File: src/rtl/top.sv
// Three-register Geffe keystream generator.
// Each 8-bit Fibonacci LFSR shifts left one step per clock. The new bit enters at
// bit 0 and is the parity of the tapped bits. Reset reloads the seeds from the keys.
// The output bit takes s2[7] or s3[7], chosen by s1[7], and is combinational
// from the current registers.
module top #(
   parameter logic [7:0] TAPS1 = 8'b10111000,
   parameter logic [7:0] TAPS2 = 8'b10001110,
   parameter logic [7:0] TAPS3 = 8'b10010110
) (
   input  logic       clk,
   input  logic       rst,
   input  logic [7:0] key1,
   input  logic [7:0] key2,
   input  logic [7:0] key3,
   output logic       keystream,
   output logic [7:0] LFSR_1_state,
   output logic [7:0] LFSR_2_state,
   output logic [7:0] LFSR_3_state
);

   // Per-register constants and inputs, gathered so one generate loop covers all three.
   logic [2:0][7:0] taps_all;
   logic [2:0][7:0] key_all;
   logic [2:0][7:0] state_all;

   assign taps_all = {TAPS3, TAPS2, TAPS1};
   assign key_all  = {key3, key2, key1};

   generate
      for (genvar gi = 0; gi < 3; gi++) begin : g_lfsr
         logic [7:0] lfsr_q;
         logic [7:0] lfsr_d;
         logic [7:0] seed;

         // An all-zero seed would lock the register, so it is replaced by 0x01.
         assign seed = (key_all[gi] == 8'h00) ? 8'h01 : key_all[gi];

         // Next state: shift left, and feed in the parity of the tapped bits at bit 0.
         always_comb begin
            lfsr_d = {lfsr_q[6:0], ^(lfsr_q & taps_all[gi])};
         end

         // Register update: reset overrides shifting and loads the seed.
         always_ff @(posedge clk) begin
            if (rst) begin
               lfsr_q <= seed;
            end else begin
               lfsr_q <= lfsr_d;
            end
         end

         assign state_all[gi] = lfsr_q;
      end
   endgenerate

   assign LFSR_1_state = state_all[0];
   assign LFSR_2_state = state_all[1];
   assign LFSR_3_state = state_all[2];

   // Geffe combiner: the MSB of register 1 chooses between the MSBs of registers 2 and 3.
   assign keystream = (state_all[0][7] & state_all[1][7]) |
                      (~state_all[0][7] & state_all[2][7]);

endmodule

File: config.mk
export PLATFORM = sky130hd
export DESIGN_NAME = top
export DESIGN_NICKNAME = d
export VERILOG_FILES = /design/src/rtl/top.sv
export SDC_FILE = /design/constraint.sdc
export NUM_CORES = 1
export LEC_CHECK = 0
export ABC_CLOCK_PERIOD_IN_PS = 1550
export CAP_MARGIN = 20
export CORE_MARGIN = 4
export CORE_UTILIZATION = 42
export DETAILED_ROUTE_END_ITERATION = 8
export PLACE_DENSITY = 0.84
export RECOVER_POWER = 100
export SYNTH_ARGS = -nofsm -noshare
export SYNTH_HDL_FRONTEND = slang
export SYNTH_SLANG_ARGS = --single-unit
File: constraint.sdc
create_clock -name clk -period 1.55 [get_ports clk]
set_input_delay 0.31 -clock clk [delete_from_list [all_inputs] [get_ports clk]]
set_output_delay 0.31 -clock clk [all_outputs]
set_load 0.03 [all_outputs]
==> impl_metrics.csv <==
group,metric,value,unit
outcome,status,"finished clean",
setup_path,max_stage_delay,0.37,ns
setup_path,worst_r2r_startpoint,"LFSR_3_state[7]",
setup_path,crit_path_end_kind,"output port",
finish,register_area,482,um2
hold_path,min_from,"LFSR_1_state[0]",
placed_design,dpl.hpwl,1730,um
clocking,clock-root-buffer,"clkbuf_4",
sta,clock.fmax,680,MHz
floorplanning,die_height,56.8,um
synthesis,synthAdderAreaFrac,0,%
global_route,grt_use_met2,24.6,%
synthesis,muxShareOfSynthArea,34.1,%
synthesis,synth_async_sr_flop_share,0,%
routing,first_pass_iters,2,
floorplanning,core,2230,um2
routing,wl_per_cell,14.4,um
synthesis,ys_ff_latch,24,
hold_path,whs_path_depth,1,
synthesis,synth_compound_area_share,1.50,%
setup_path,crit_family,"buffers and inverters",
synthesis,syn-num-nets,96,
sta,period_minus_slack,1.47,ns
clocking,cts_tree,"built",
setup_path,cp.arrival,1.16,ns
global_route,antenna_found_initial,0,
clocking,clockBufferDepth,2,
sta,hold_viol,0,
global_route,grt.overflow.total,0,
clocking,worstSkewPairLatency,0.30,ns
routing,routed_via_density,4.71,
finish,multi_input_area,413,um2
setup_path,critPathMaxFanout,2,
sta,rsz0062_at_grt,"false",
synthesis,synth_simple_gate_area_share,3.38,%
sta,worst_pin_slew,0.318,ns
setup_path,worst-path-stages,2,
routing,route.detailed.drc,0,
floorplanning,start_util,44.8,%
placed_design,numPortBuffers,50,
finish,syn2layout_area_growth,47.9,%
global_route,grt_max_degree,23,
power,cellPowerDensity,1160,nW/um2
setup_path,crit_start,"LFSR_3_state[7]",
global_route,top_usage_layer,"met2",
synthesis,synth_edf_count,0,
synthesis,syn_area,1000,um2
clocking,cts.sink_count,24,
clocking,path_clk_slew,0.12,ns
sta,slew_violations,0,
synthesis,synth_top_family_by_area,"multiplexers",
synthesis,avgSynthCellArea,14.3,um2
hold_path,hold_path_class,"reg -> reg",
synthesis,yosysTopAreaCell,"dfxtp_1",
routing,drtIter0Drc,8,
global_route,grtUsageTotal,14.0,%
global_route,grt_pass1_wl,3500,um
synthesis,ys_seq_area_share,48.0,%
setup_path,path_buf_inv,2,
setup_path,crit_required,1.24,ns
global_route,grt_pass1_vias,764,
setup_path,rr_worst_depth,4,
finish,fillers,196,
synthesis,yosysWarnings,0,
sta,finalWorstSetupSlack,0.0792,ns
routing,ant_nets,0,
power,p_leak,0.631,nW
finish,antenna_cells,0,
global_route,grt_use_met1,15.1,%
global_route,gr-usage-met3,6.21,%
routing,vias,726,
synthesis,synth_area_leaders,"dfxtp_1 48%, mux2_4 26%, mux2_2 5.6%",
synthesis,yosysMostFrequentCell,"dfxtp_1",
floorplanning,ioPinCount,51,
synthesis,syn_inst,70,
sta,setup_viol,0,
synthesis,ys_top_cells_by_count,"24 x dfxtp_1, 17 x mux2_4, 6 x xor2_1, 5 x mux2_2",
sta,timing.final.crit_share,94.9,%
clocking,htreeDepth,1,
setup_path,slowest_stage,"dfxtp_1",
finish,final_util,66.3,%
sta,slew_headroom,78.9,%
synthesis,yosysUniqueCellTypes,11,
power,vdd_drop_max,0.758,mV
floorplanning,dieArea,3230,um2
sta,fin_skew,0.000716,ns
floorplanning,fp.dieW,56.8,um
synthesis,ys_dominant_reg_cell,"dfxtp_1",
clocking,numCtsBuffers,3,
routing,drt_wl_total,2210,um
finish,fin_nets,153,
synthesis,synth_xor_area_share,7.87,%
finish,final_cell_count_no_fill,154,
synthesis,synth_top_area_share,48.0,%
finish,drive_gt1_share,13.5,%
placed_design,gp_congestion,0.699,
setup_path,path_class,"reg -> out",
placed_design,dp.cells,150,
setup_path,crit_chain,"buf_4 -> clkdlybuf4s15_1",
run,maxCapViolCount,0,
floorplanning,rows,17,
clocking,postCtsSetupBuffers,0,
placed_design,pre_cts_slack,0.00446,ns
setup_path,start_kind,"register",
## final timing paths
check               endpoint  slack, ns
min reg2reg  LFSR_1_state[1]       0.48
max reg2reg  LFSR_3_state[0]       0.52
max          LFSR_3_state[7]       0.08
min          LFSR_1_state[1]       0.48
## routing by layer
| metal | routed length [um] | share of wire, % |
|---|---|---|
| met5 | 0 | 0 |
| met1 | 895 | 40 |
| met4 | 8 | 0.36 |
| met2 | 1110 | 50 |
| met3 | 193 | 8.7 |
## state kept, by name, indices dropped and copies added, names as in the netlist
signal and flops:
LFSR_3_state 8, LFSR_1_state 8, LFSR_2_state 8
## metrics by stage
stage	area (um2)	hold slack (ns)	power (W)	setup TNS [ns]
2_1_floorplan	1000	0.453	0.00123	0
3_3_place_gp	1540	0.467	0.00154	0
3_5_place_dp	1540	0.475	0.00155	0
4_1_cts	1540	0.501	0.00180	-0.0508
5_1_grt	1480	0.507	0.00182	0
6_report	1480	0.477	0.00172	0
## cell usage in the layout (no fill, tap or decap), types with 2 or more instances in the layout
cell | synthesis | layout
a21oi_1 | 3 | 3
buf_4 | 0 | 3
clkbuf_4 | 0 | 3
clkdlybuf4s15_1 | 0 | 2
clkdlybuf4s50_1 | 0 | 23
dfxtp_1 | 24 | 23
dlygate4sd2_1 | 0 | 22
dlygate4sd3_1 | 0 | 2
mux2_1 | 0 | 15
mux2_2 | 5 | 5
mux2_4 | 17 | 2
mux2i_1 | 3 | 3
nor3_1 | 3 | 3
nor4_1 | 3 | 3
xnor2_1 | 3 | 3
xor2_1 | 6 | 6
## power by group
part / internal [W] / leakage, nW / switching (W)
combinational: 0.000274 / 0.407 / 0.000348
clock: 0.000143 / 0.0210 / 0.000174
sequential: 0.000720 / 0.203 / 0.0000644
## cell families (layout without fill, tap and decap cells)
group	Yosys count	after routing
buf+inv	3	59
simple gates	6	6
mux	25	25
compound gates	3	3
flops	24	24
xor+xnor	9	9
## layout make-up
class	count	share of cell area, %
clock buffer	4	2.45
multi-input combinational	43	27.9
sequential	24	32.5
tap	28	2.37
timing repair buffer	55	34.7
## worst register-to-register path, stage by stage, from the launching register on
cell and delay [ns]:
dfxtp_1 0.37, buf_4 0.12, xor2_1 0.19, xnor2_1 0.14
mux2i_1 0.10
## what timing repair did
item,4_1_cts,5_1_grt
hold buffers,0,0
gates resized for setup,27,6
gates cloned,0,0
setup endpoints to repair,25,4
Power figures use the tool's default switching activity.
